<file path="config.mk">
export PLATFORM = sky130hd
export DESIGN_NAME = stb_dcache_drain_controller_flat
export DESIGN_NICKNAME = d
export VERILOG_FILES = /design/src/rtl/stb_dcache_drain_controller_pkg.sv /design/src/rtl/stb_dcache_drain_controller_if.sv /design/src/rtl/stb_dcache_drain_controller_watchdog.sv /design/src/rtl/stb_dcache_drain_controller.sv /design/src/flat_wrapper.sv
export SDC_FILE = /design/constraint.sdc
export NUM_CORES = 1
export LEC_CHECK = 0
export CAP_MARGIN = 20
export CORE_MARGIN = 10
export CORE_UTILIZATION = 41
export DETAILED_ROUTE_END_ITERATION = 7
export GPL_TIMING_DRIVEN = 0
export PLACE_DENSITY_LB_ADDON = 0.1
export SLEW_MARGIN = 20
export SYNTH_ARGS = -nofsm -noshare
export SYNTH_HDL_FRONTEND = slang
export SYNTH_HIERARCHICAL = 1
export SYNTH_SLANG_ARGS = --single-unit
</file>
<file path="constraint.sdc">
create_clock -name clk -period 3.7 [get_ports clk]
set_input_delay 0.555 -clock clk [delete_from_list [all_inputs] [get_ports clk]]
set_output_delay 0.555 -clock clk [all_outputs]
set_load 0.02 [all_outputs]
</file>
<file path="src/rtl/stb_dcache_drain_controller_pkg.sv">
// Shared store-buffer types: drain FSM states and the packed entry layout
// also used by store_buffer_datapath.
package stb_pkg;

  localparam int STB_ADDR_W = 32;
  localparam int STB_DATA_W = 32;

  typedef enum logic [1:0] {DR_IDLE, DR_REQ, DR_POP} drain_state_t;

  typedef struct packed {
    logic [STB_ADDR_W-1:0]   addr;
    logic [STB_DATA_W-1:0]   data;
    logic [STB_DATA_W/8-1:0] sel;
  } stb_entry_t;

endpackage

</file>
<file path="src/rtl/stb_dcache_drain_controller_if.sv">
// Store-buffer to dcache write-port handshake bundle.
interface stb_drain_if #(
  parameter int ADDR_W = 32,
  parameter int DATA_W = 32
);
  logic                  stb2dcache_req;
  logic                  stb2dcache_w_en;
  logic [ADDR_W-1:0]     stb2dcache_addr;
  logic [DATA_W-1:0]     stb2dcache_data;
  logic [DATA_W/8-1:0]   stb2dcache_sel;
  logic                  dcache2stb_ack;

  modport master (
    output stb2dcache_req,
    output stb2dcache_w_en,
    output stb2dcache_addr,
    output stb2dcache_data,
    output stb2dcache_sel,
    input  dcache2stb_ack
  );

  modport slave (
    input  stb2dcache_req,
    input  stb2dcache_w_en,
    input  stb2dcache_addr,
    input  stb2dcache_data,
    input  stb2dcache_sel,
    output dcache2stb_ack
  );
endinterface

</file>
<file path="src/rtl/stb_dcache_drain_controller_watchdog.sv">
// Request watchdog: counts cycles a request waits for ack and pulses expire
// on the LIMIT-th unacknowledged cycle.
module stb_drain_watchdog #(
  parameter int LIMIT = 256
) (
  input  logic clk,
  input  logic rst,
  input  logic run,
  input  logic clear,
  output logic expire
);
  localparam int CNT_W = $clog2(LIMIT + 1);

  logic [CNT_W-1:0] cnt_reg;

  assign expire = run && !clear && (cnt_reg == CNT_W'(LIMIT - 1));

  always_ff @(posedge clk) begin
    if (rst || clear || expire || !run) begin
      cnt_reg <= '0;
    end else begin
      cnt_reg <= cnt_reg + 1'b1;
    end
  end
endmodule

</file>
<file path="src/rtl/stb_dcache_drain_controller.sv">
// Drains committed stores from the store buffer head to the dcache write port
// and answers LSU flush requests. STB_DRAIN_TIMEOUT_EN adds a retrying watchdog.
module stb_dcache_drain_controller
  import stb_pkg::*;
#(
  parameter int ADDR_W         = STB_ADDR_W,
  parameter int DATA_W         = STB_DATA_W,
  parameter int TIMEOUT_CYCLES = 256
) (
  input  logic                clk,
  input  logic                rst_n,
  input  logic                stb_empty,
  input  logic [ADDR_W-1:0]   stb_rd_addr,
  input  logic [DATA_W-1:0]   stb_rd_data,
  input  logic [DATA_W/8-1:0] stb_rd_sel,
  output logic                stb_rd_en,
  stb_drain_if.master         dc,
  input  logic                lsummu2stb_flush_req,
  output logic                stb2lsummu_flush_done,
  output logic                stb_drain_busy
`ifdef STB_DRAIN_TIMEOUT_EN
  ,
  output logic                stb_drain_timeout_err
`endif
);

  if (TIMEOUT_CYCLES < 1) begin : g_bad_timeout
    $error("TIMEOUT_CYCLES must be at least 1");
  end

  drain_state_t        state_reg, state_next;
  logic                req_reg, req_next;
  logic                rd_en_reg, rd_en_next;
  logic [ADDR_W-1:0]   addr_reg, addr_next;
  logic [DATA_W-1:0]   data_reg, data_next;
  logic [DATA_W/8-1:0] sel_reg, sel_next;
  logic                pending_reg, pending_next;
  logic                done_reg, done_next;
  logic                busy_reg, busy_next;
  logic                flush_fire;
  logic                expire;

`ifdef STB_DRAIN_TIMEOUT_EN
  logic err_reg;

  stb_drain_watchdog #(
    .LIMIT (TIMEOUT_CYCLES)
  ) u_watchdog (
    .clk    (clk),
    .rst    (rst_n),
    .run    ((state_reg == DR_REQ) && req_reg),
    .clear  (dc.dcache2stb_ack),
    .expire (expire)
  );

  always_ff @(posedge clk) begin
    if (rst_n) begin
      err_reg <= 1'b0;
    end else if (expire) begin
      err_reg <= 1'b1;
    end
  end

  assign stb_drain_timeout_err = err_reg;
`else
  assign expire = 1'b0;
`endif

  always_comb begin
    state_next = state_reg;
    req_next   = req_reg;
    rd_en_next = 1'b0;
    addr_next  = addr_reg;
    data_next  = data_reg;
    sel_next   = sel_reg;

    case (state_reg)
      DR_IDLE: begin
        if (!stb_empty) begin
          addr_next  = stb_rd_addr;
          data_next  = stb_rd_data;
          sel_next   = stb_rd_sel;
          req_next   = 1'b1;
          state_next = DR_REQ;
        end
      end
      DR_REQ: begin
        // req low inside DR_REQ is the one-cycle gap before a watchdog retry
        if (!req_reg) begin
          req_next = 1'b1;
        end else if (dc.dcache2stb_ack) begin
          req_next   = 1'b0;
          rd_en_next = 1'b1;
          state_next = DR_POP;
        end else if (expire) begin
          req_next = 1'b0;
        end
      end
      DR_POP: begin
        state_next = DR_IDLE;
      end
      default: begin
        req_next   = 1'b0;
        state_next = DR_IDLE;
      end
    endcase

    // A request seen at the completing edge is answered by the same pulse
    // only if nothing was pending; otherwise it stays queued for another pulse.
    flush_fire   = (pending_reg || lsummu2stb_flush_req) && (state_reg == DR_IDLE) && stb_empty;
    done_next    = flush_fire;
    pending_next = flush_fire ? (pending_reg && lsummu2stb_flush_req)
                              : (pending_reg || lsummu2stb_flush_req);
    busy_next    = (state_next != DR_IDLE);
  end

  always_ff @(posedge clk) begin
    if (rst_n) begin
      state_reg   <= DR_IDLE;
      req_reg     <= 1'b0;
      rd_en_reg   <= 1'b0;
      addr_reg    <= '0;
      data_reg    <= '0;
      sel_reg     <= '0;
      pending_reg <= 1'b0;
      done_reg    <= 1'b0;
      busy_reg    <= 1'b0;
    end else begin
      state_reg   <= state_next;
      req_reg     <= req_next;
      rd_en_reg   <= rd_en_next;
      addr_reg    <= addr_next;
      data_reg    <= data_next;
      sel_reg     <= sel_next;
      pending_reg <= pending_next;
      done_reg    <= done_next;
      busy_reg    <= busy_next;
    end
  end

  assign stb_rd_en             = rd_en_reg;
  assign dc.stb2dcache_req     = req_reg;
  assign dc.stb2dcache_w_en    = req_reg;
  assign dc.stb2dcache_addr    = addr_reg;
  assign dc.stb2dcache_data    = data_reg;
  assign dc.stb2dcache_sel     = sel_reg;
  assign stb2lsummu_flush_done = done_reg;
  assign stb_drain_busy        = busy_reg;

endmodule

</file>
<file path="src/flat_wrapper.sv">
// flat-port wrapper written by rule: the top's interface ports become plain ports
module stb_dcache_drain_controller_flat import stb_pkg::*;
#(
  parameter int ADDR_W         = STB_ADDR_W,
  parameter int DATA_W         = STB_DATA_W,
  parameter int TIMEOUT_CYCLES = 256
)
  (clk, rst_n, stb_empty, stb_rd_addr, stb_rd_data, stb_rd_sel, stb_rd_en, lsummu2stb_flush_req, stb2lsummu_flush_done, stb_drain_busy, dc_stb2dcache_req, dc_stb2dcache_w_en, dc_stb2dcache_addr, dc_stb2dcache_data, dc_stb2dcache_sel, dc_dcache2stb_ack);
  stb_drain_if #(.ADDR_W(ADDR_W), .DATA_W(DATA_W)) dc_i ();
  input  logic clk;
  input  logic rst_n;
  input  logic stb_empty;
  input  logic [ADDR_W-1:0] stb_rd_addr;
  input  logic [DATA_W-1:0] stb_rd_data;
  input  logic [DATA_W/8-1:0] stb_rd_sel;
  output logic stb_rd_en;
  input  logic lsummu2stb_flush_req;
  output logic stb2lsummu_flush_done;
  output logic stb_drain_busy;
  output wire logic [$bits(dc_i.stb2dcache_req)-1:0] dc_stb2dcache_req;
  output wire logic [$bits(dc_i.stb2dcache_w_en)-1:0] dc_stb2dcache_w_en;
  output wire logic [$bits(dc_i.stb2dcache_addr)-1:0] dc_stb2dcache_addr;
  output wire logic [$bits(dc_i.stb2dcache_data)-1:0] dc_stb2dcache_data;
  output wire logic [$bits(dc_i.stb2dcache_sel)-1:0] dc_stb2dcache_sel;
  input wire logic [$bits(dc_i.dcache2stb_ack)-1:0] dc_dcache2stb_ack;
  assign dc_stb2dcache_req = dc_i.stb2dcache_req;
  assign dc_stb2dcache_w_en = dc_i.stb2dcache_w_en;
  assign dc_stb2dcache_addr = dc_i.stb2dcache_addr;
  assign dc_stb2dcache_data = dc_i.stb2dcache_data;
  assign dc_stb2dcache_sel = dc_i.stb2dcache_sel;
  assign dc_i.dcache2stb_ack = dc_dcache2stb_ack;
  stb_dcache_drain_controller #(.ADDR_W(ADDR_W), .DATA_W(DATA_W), .TIMEOUT_CYCLES(TIMEOUT_CYCLES)) u_core (.clk(clk), .rst_n(rst_n), .stb_empty(stb_empty), .stb_rd_addr(stb_rd_addr), .stb_rd_data(stb_rd_data), .stb_rd_sel(stb_rd_sel), .stb_rd_en(stb_rd_en), .dc(dc_i), .lsummu2stb_flush_req(lsummu2stb_flush_req), .stb2lsummu_flush_done(stb2lsummu_flush_done), .stb_drain_busy(stb_drain_busy));
endmodule
</file>
# After elaboration in Yosys (flattened, before gate mapping)
# Cells that the tools add are included.
classes:
  bitwise: 4
  n_mux: 10
  n_reduce_logical: 9
  n_eq_ne: 3
ops:
  columns: ["cell", "count"]
  rows:
  - ["$mux W2", 3]
  - ["$mux W1", 5]
  - ["$not A1 Y1", 4]
  - ["$pmux W2 S2", 1]
  - ["$reduce_and A2 Y1", 2]
  - ["$logic_and A1 B1 Y1", 3]
  - ["$pmux W1 S3", 1]
  - ["$reduce_or A3 Y1", 1]
  - ["$eq A2 B1 Y1 const B", 1]
  - ["$eq A2 B2 Y1 const B", 1]
  - ["$logic_not A2 Y1", 1]
  - ["$ne A2 B2 Y1 const B", 1]
  - ["$reduce_bool A2 Y1", 1]
  - ["$logic_or A1 B1 Y1", 1]
word_totals:
  register_bits: 75
  inputBits: 73
  elab_cells: 35

# Depth between registers and ports, before layout
# Gate-level depths: netlist (run 1).
logic_depth:
  depth_word: 4
  mapped_depth: 7
  ltp_nobuf: 3

# Least setup slack after synthesis (run 1)
# OpenSTA, ideal clock, no wires.
synth_timing:
  kind: "input to register"
  start: "input stb_empty"
  end: "register u_core.addr_reg[0], in the netlist u_core/dc.stb2dcache_addr[0]"
  slack_ps: 2224
  t_required_ps: 3568
  path_stages: 6
  n_path_buf: 3
  arrival_ps: 1344
  path_cell_list: "or3_1 -> buf_2 -> buf_6 -> buf_6 -> nand2_1 -> a21oi_1"
synth_via:
  elab_chain_cells: 2
synth_lines:
  columns: ["item", "line", "source"]
  rows:
  - ["start, declared", "flat_wrapper.sv:12", "input logic stb_empty;"]
  - ["$not A1 Y1 (no source line)", null, null]
  - ["$reduce_and A2 Y1 (no source line)", null, null]
  - ["end signal, assigned", "stb_dcache_drain_controller.sv:132", "addr_reg <= addr_next;"]
  - ["end, declared", "stb_dcache_drain_controller.sv:34", "logic [ADDR_W-1:0] addr_reg, addr_next;"]
# No other way between the ends.
# A chain may end at the register's enable or synchronous reset.

# Worst setup path after layout (run 1)
layout_timing:
  start: "register u_core.req_reg, in the netlist u_core/dc.stb2dcache_req"
  end: "output dc_stb2dcache_w_en"
layout_lines:
  columns: ["item", "line", "source"]
  rows:
  - ["start, declared", "stb_dcache_drain_controller.sv:32", "logic req_reg, req_next;"]
  - ["start signal, assigned", "stb_dcache_drain_controller.sv:130", "req_reg <= req_next;"]
  - ["end, declared", "flat_wrapper.sv:21", "output wire logic [$bits(dc_i.stb2dcache_w_en)-1:0] dc_stb2dcache_w_en;"]
# No word-level cell between the ends.

==> run metrics, run 1 <==
die area 9957 sq um; slew margin rel. 0.6529; Fin. Hold Viols 0; DRC viols 0; clock tree from TritonCTS yes; root buffer cell clkbuf_8; HPWL Detailed 6.337 mm; layout overhead on the synthesized area 67.59%; CTS Buf Count 9; overall power 1.955 mW; Yosys cell types 19; placed cells 544; setup bufs post-CTS 0; fin. max-slew vios 0; Starting Density 0.4158; most frequent cells in the layout clkdlybuf4s50_1, nand2_1, dfxtp_1; dpl cell area 4148 sq um; Place WS 1.547 ns; IO Port Bufs 144; IR drop worst, VDD 0.0003059 V; first-pass GRT wire length 12.78 mm; DR pass1 iterations 4; DR iter-0 viols 101; Syn Area/Cell 8.081 sq um; maximum fanout along the worst path 7; final wirelength 8.253 mm; Critical Path Source Type flip-flop; Cell Pwr Density 447.0 nW/um^2; layout cells sized above 1 0.06211; final cell count without fillers 560; largest net degree at the start of global routing 13; min Tclk post-route 2.066 ns; CTS H-tree lvls 3; status finished clean; count of max-cap constraint violations 0; Setup WS post-layout 1.634 ns; Clock Skew 0.005925 ns; yosys warns 6; clk_lat worst skew 0.33 ns; vias in the first global route 2,584; Layout Nets 551; post-synthesis cell area 2610 sq um; core area 6277 sq um; commonest non-fill, non-tap cell in the layout clkdlybuf4s50_1; GR Overflow Total 0; data arrival time of the worst path 1.51 ns; register clock-pin slew on the reported worst setup and hold paths 0.08 ns; asr flop ratio synth 0; ys flop type dfxtp_1; # diodes 0; clk buf depth 2; setup tns final 0 ns; syn nets 396; post_cts resized 0; clock sink count 75; initial antenna violation count 0; hold_ws 0.4539 ns; Worst Setup Path Type reg2out; boundary pin count 146; Seq cells post-synth 75; P_leak 1.658 nW; GRT Resource Usage Total 0.1588; hold buffer count at cts 0; HP Class reg2reg; sequential area share after synthesis 0.5753; routed length per instance 14.74 um; Post-synth EDFFs 0; Setup crit end kind primary output; Final GP Congestion 0.7513; Worst Max-Slew Pin Slew 0.5207 ns; post-layout instance area 4374 sq um; Critical Path RT 3.14 ns; width of the die 99.79 um; via count 2,608; Final Core Density 0.6968; unrepaired setup endpoints after global routing false; DIE HEIGHT 99.79 um; Antenna Nets Post-Route 0; Filler Cell Count 533; setup violators final 0; vias per cell 4.657; fraction of the cycle the final worst path needs 0.5584; Post-Syn Instances 323; Achievable Freq 0.4840 GHz; Row Count 29
[worst paths after layout]
| path | from | to | slack, ns | cells after the start |
|---|---|---|---|---|
| worst max register to register | u_core/state_reg[0] | u_core/dc.stb2dcache_data[25] | 2.13 | 6 |
| worst min register to register | u_core/dc.stb2dcache_addr[1] | u_core/dc.stb2dcache_addr[1] | 0.45 | 2 |
| worst max-delay path | u_core/dc.stb2dcache_req | dc_stb2dcache_w_en | 1.63 | 2 |
| worst min-delay path | u_core/dc.stb2dcache_addr[1] | u_core/dc.stb2dcache_addr[1] | 0.45 | 2 |
[cells in the mapped netlist, types with 2 or more instances]
master,count,area (sq um)
buf_6,4,45.04
clkbuf_1,12,45.04
and4_1,2,17.52
dfxtp_1,75,1501
buf_4,3,22.52
nand2_1,140,525.5
a21oi_1,69,345.3
inv_1,2,7.510
buf_2,6,30.03
[layer usage]
| layer | up-vias | share of wire | GRT usage |
|---|---|---|---|
| met5 | - | 0 | 0 |
| met4 | 0 | 0.014 | 0.06395 |
| met3 | 10 | 0.088 | 0.06387 |
| met2 | 88 | 0.50 | 0.2668 |
| met1 | 1161 | 0.40 | 0.1746 |
| li1 | 1349 | - | - |
[cell type report]
class,count,area [sq um],share of cell area
multi-input cells,221,958.4,0.2191
clock inverters,5,75.07,0.01716
flip-flops and latches,75,1501,0.3432
repair buffers,144,1441,0.3295
plain buffers,25,142.6,0.03261
clock buffers,11,151.4,0.03461
well taps,77,96.34,0.02203
inverters,2,7.507,0.001716
[where the power goes]
group          internal [mW]  leakage, nW  total, mW  switching (mW)
combinational          0.193        0.923      0.375           0.182
clock                  0.413        0.119      0.699           0.285
sequential             0.857        0.616      0.882          0.0243
[cells by family after synthesis]
group,count (synthesis),share of synthesized area
buffers and inverters,27,0.05752
AO/OA/AOI/OAI,73,0.1429
AND/OR/NAND/NOR,148,0.2244
flip-flops,75,0.5753
[worst max-delay path: stages, from the launching register on]
cell and delay [ns]:
dfxtp_1 0.45, buf_4 0.15, clkdlybuf4s50_1 0.59
No activity file was read; power rests on OpenSTA's default activity.
==> run 2: changes to the inputs <==
CORE_UTILIZATION = 34   (was 41)
clock period = 1.8 ns   (was 3.7 ns; I/O delays follow)
==> run metrics, run 2 (synthesized netlist as in run 1, its figures left out) <==
first-pass GRT wire length 13.05 mm (+2.1%); setup bufs post-CTS 0 (unchanged); Clock Skew 0.01018 ns (+0.004251 ns); vias in the first global route 2,612 (+1.1%); status finished clean; unrepaired setup endpoints after global routing false; Cell Pwr Density 874.8 nW/um^2 (+96%); clock tree from TritonCTS yes; Filler Cell Count 677 (+27%); Place WS -0.06556 ns (-1.613 ns); clk buf depth 2 (unchanged); maximum fanout along the worst path 7 (unchanged); Antenna Nets Post-Route 0 (unchanged); root buffer cell clkbuf_8; HPWL Detailed 6.338 mm (about the same); routed length per instance 14.45 um (-1.9%); Layout Nets 551 (unchanged); width of the die 107.6 um (+7.8%); fraction of the cycle the final worst path needs 0.9461; GR Overflow Total 0 (unchanged); hold depth 2 (unchanged); HP Class reg2reg; largest net degree at the start of global routing 12 (-1); count of max-cap constraint violations 0 (unchanged); DR iter-0 viols 73 (-28%); Worst Max-Slew Pin Slew 0.5049 ns (-0.01582 ns); Worst Setup Path Type reg2out; worst path cell trace buf_4 -> clkdlybuf4s50_1; setup violators final 0 (unchanged); Critical Path Source Type flip-flop; R2R Path Start u_core/state_reg[0]; sequential cell area 1503 sq um (about the same); final wirelength 8.398 mm (+1.8%); layout cells sized above 1 0.05602 (-0.006095); Final GP Congestion 0.7697 (+2.4%); Fin. Hold Viols 0 (unchanged); register clock-pin slew on the reported worst setup and hold paths 0.07 ns (about the same); clock sink count 75 (unchanged); most frequent cells in the layout clkdlybuf4s50_1, nand2_1, dfxtp_1; Crit-path slowest cell clkdlybuf4s50_1; Hold Path Sink u_core/dc.stb2dcache_data[29]; # diodes 0 (unchanged); Row Count 31 (+6.9%); CTS H-tree lvls 3 (unchanged); commonest non-fill, non-tap cell in the layout clkdlybuf4s50_1; Setup WS post-layout 0.09698 ns (-1.537 ns); GRT Resource Usage Total 0.1424 (-0.01641); Final Core Density 0.5905 (-0.1063); core area 7370 sq um (+17%); initial antenna violation count 0 (unchanged); reg-to-reg slack, setup 0.30 ns (-1.83 ns); IR drop worst, VDD 0.0004055 V (+33%); Setup crit end kind primary output; CTS Buf Count 9 (unchanged); min Tclk post-route 1.703 ns; DIE HEIGHT 107.6 um (+7.8%); boundary pin count 146 (unchanged); slew margin rel. 0.6634 (+0.01055); clk_lat worst skew 0.34 ns (about the same); DRC viols 0 (unchanged); P_leak 1.629 nW (-1.7%); Critical Path RT 1.53 ns (-1.61 ns); via count 2,607 (-0.038%); FF-to-FF path depth 6 (unchanged); data arrival time of the worst path 1.43 ns (-0.08 ns); fin. max-slew vios 0 (unchanged); IO Port Bufs 144 (unchanged); Achievable Freq 0.5872 GHz; Starting Density 0.3542 (-0.06163); area of the multi-input gates 958.4 sq um (unchanged); Reg-to-Reg End u_core/dc.stb2dcache_data[12]; DR pass1 iterations 4 (unchanged); crit-path max cell delay 0.59 ns (about the same); die area 11,580 sq um (+16%); vias per cell 4.487 (-3.7%); HP Start u_core/dc.stb2dcache_data[29]; layout overhead on the synthesized area 66.73%
## run 2: worst max-delay path by stage
stage                                   from                            end  slack (ns)  depth (start not counted)
floorplan                u_core/state_reg[0]   u_core/dc.stb2dcache_addr[0]        0.44                          7
global placement                   stb_empty  u_core/dc.stb2dcache_data[24]       -0.06                          6
detailed placement                 stb_empty   u_core/dc.stb2dcache_data[9]       -0.07                          6
CTS                 u_core/dc.stb2dcache_req             dc_stb2dcache_w_en        0.06                          2
global route        u_core/dc.stb2dcache_req             dc_stb2dcache_w_en        0.03                          2
finish              u_core/dc.stb2dcache_req             dc_stb2dcache_w_en         0.1                          2
## run 2: critical path, delay by kind of cell, from the launching register on
family   cells  cell delay, ns
buf+inv      2            0.71
flops        1            0.39
## run 2: report_power, final
| part | leakage, nW | internal [mW] | switching, mW |
|---|---|---|---|
| combinational | 0.923 | 0.397 | 0.373 |
| sequential | 0.616 | 1.76 | 0.0500 |
| clock | 0.0902 | 0.631 | 0.593 |
## run 2: through the flow
stage	hold slack (ns)	instance area, sq um	power [mW]	std cells	setup TNS (ns)
after floorplan	0.3798	2610	2.201	323	0
after global placement	0.4406	4175	2.619	566	-1.039
after detailed placement	0.4467	4175	2.631	566	-1.113
after CTS	0.4473	4352	3.855	581	0
after global routing	0.4594	4352	4.004	581	0
final	0.4535	4352	3.807	581	0
## run 2: layout make-up
class | instances | share of cell area
multi-input cells | 221 | 0.2202
clock inverters | 3 | 0.009201
flip-flops and latches | 75 | 0.3453
clock buffers | 12 | 0.03105
well taps | 99 | 0.02846
repair buffers | 144 | 0.3312
inverters | 2 | 0.001725
plain buffers | 25 | 0.03278
## run 2: metal layers
metal  up-vias  share of wire  GRT usage
met2        94           0.46     0.2272
met1      1163           0.40     0.1521
met3         5           0.13    0.08862
li1       1345              -          -
met4         0         0.0076    0.04580
met5         -              0          0
## run 2: repair_timing
action | 4_1_cts | 5_1_grt
gates resized for setup | 1 | 0
hold buffers | 0 | 0
setup endpoints to repair | 1 | 0
==> run 3: changes to the inputs <==
ABC_CLOCK_PERIOD_IN_PS = 1800   (was not set)
==> results of run 3 <==
Final layout, timing and power as in run 2 (identical DEF).
==> RTL edit (config.mk and constraints of run 3) <==
Re-encode `drain_state_t` (3 states) as one-hot, 3 bits wide.
--- a/src/rtl/stb_dcache_drain_controller_pkg.sv
+++ b/src/rtl/stb_dcache_drain_controller_pkg.sv
@@ -5,7 +5,7 @@
   localparam int STB_ADDR_W = 32;
   localparam int STB_DATA_W = 32;
 
-  typedef enum logic [1:0] {DR_IDLE, DR_REQ, DR_POP} drain_state_t;
+  typedef enum logic [2:0] {DR_IDLE = 3'b001, DR_REQ = 3'b010, DR_POP = 3'b100} drain_state_t;
 
   typedef struct packed {
     logic [STB_ADDR_W-1:0]   addr;
Function: same outputs for any inputs over 4 cycles, from zero or initial values and one cycle with rst_n high; so few cycles prove little.
==> RTL edit against run 3 <==
Cell count grew 2.2%; sequential cell count grew 1; final area up 3.5%; critical path depth stayed put; total power increased by 8.2%; core utilization fell by 0.79 points; setup slack worse by 24 ps; synthesized area rose by 3.6%; routed wire length is 1.2% lower; largest cell class unchanged; largest power group unchanged; highest routed layer unchanged.
==> RTL edit: results (changes against run 3) <==
{| class="wikitable"
! Metric !! Value
|-
| Total nets after synthesis || 406 (+2.5%)
|-
| Fraction of final layout cells with drive strength greater than 1 || 6.71% (+1.1 points)
|-
| Synth Area in Compound Gates || 14.2% (-0.13 points)
|-
| End point of the most critical hold path || u_core/dc.stb2dcache_addr[29]
|-
| Pin count of the biggest net entering global routing || 13 (+1)
|-
| Maximum resistive drop on vdd || 0.452 mV (+12%)
|-
| Leakage power || 0.00167 µW (+2.8%)
|-
| Worst r2r src || u_core/state_reg[2]
|-
| Final Skew || 7.82 ps (-2.35 ps)
|-
| Worst min-delay path startpoint || u_core/dc.stb2dcache_addr[29]
|-
| Worst Path Max Fanout || 4 (-3)
|-
| Vias per cell || 4.48 (-0.24%)
|-
| Total of cells resized after clock tree synthesis || 0 (-1)
|-
| Unique masters post-synth || 22 (+3)
|-
| Headroom to the max-slew limit || 62.5% (-3.8 points)
|-
| Critical Path AT || 1460 ps (+30 ps)
|-
| Wire length after detailed routing || 8300 µm (-1.2%)
|-
| Final weighted congestion in routability-driven placement || 0.754 (-2.1%)
|-
| Number of cells on the worst reg-to-reg path || 7 (+1)
|-
| # fillers || 704 (+4.0%)
|-
| FF-to-FF setup slack || 160 ps (-140 ps)
|-
| Hold/Removal Path Class || flip-flop to flip-flop
|-
| Result of the run || complete, no violations
|-
| Total Nets Final || 561 (+1.8%)
|-
| Number of DRC violations after detailed-routing iteration 0 || 84 (+15%)
|-
| Reg-to-reg endpoint || u_core/dc.stb2dcache_data[20]
|}
## RTL edit: worst max path at each step
stage | startpoint | to | slack, ps | cells past startpoint
after detailed placement | stb_empty | u_core/dc.stb2dcache_data[26] | -240 | 6
after global placement | stb_empty | u_core/dc.stb2dcache_addr[1] | -210 | 6
after floorplan | u_core/state_reg[2] | u_core/dc.stb2dcache_addr[0] | 250 | 7
after global routing | u_core/dc.stb2dcache_req | dc_stb2dcache_w_en | 5 | 2
after CTS | u_core/dc.stb2dcache_req | dc_stb2dcache_w_en | 30 | 2
final | u_core/dc.stb2dcache_req | dc_stb2dcache_w_en | 70 | 2
## RTL edit: area by class of cell
class	count	area, µm²	share of cell area [%]
plain buffers	26	155	3.45
repair buffers	144	1440	32.0
clock buffers	11	151	3.36
well taps	102	128	2.83
clock inverters	4	72.6	1.61
flip-flops and latches	76	1520	33.8
inverters	1	3.75	0.0834
multi-input cells	230	1030	22.8
## RTL edit: cell families (layout without fill, tap and decap cells)
group,count (synthesis),in the layout
AO/OA/AOI/OAI,75,75
buffers and inverters,27,186
flip-flops,76,76
AND/OR/NAND/NOR,155,155
## RTL edit: routing by layer
layer	vias to the layer above	track usage [%]	part of all wire, %
met1	1170	15.6	41
met2	100	20.8	46
met3	9	6.49	11
met4	0	5.86	1.2
li1	1380	-	-
met5	-	0	0
## RTL edit: where the power goes
part / internal [µW] / switching [µW] / leakage (µW)
Sequential: 1790 / 53.9 / 0.000623
Clock: 846 / 589 / 0.000111
Combinational: 431 / 408 / 0.000939
Total: 3070 / 1050 / 0.00167
## RTL edit: worst max-delay path, stage by stage, from the launching register on
cell,delay (ps)
sky130_fd_sc_hd__dfxtp_1,400
sky130_fd_sc_hd__buf_4,130
sky130_fd_sc_hd__clkdlybuf4s50_1,590
## RTL edit: per-stage QoR
step	setup WS [ps]	hold slack, ps	setup TNS (ps)	total power [µW]	std cells
floorplan	248	406	0	2280	333
global placement	-210	441	-9240	2720	579
detailed placement	-243	446	-9470	2730	579
CTS	31.1	451	0	4180	594
global route	5.07	447	0	4320	594
finish	72.9	454	0	4120	594
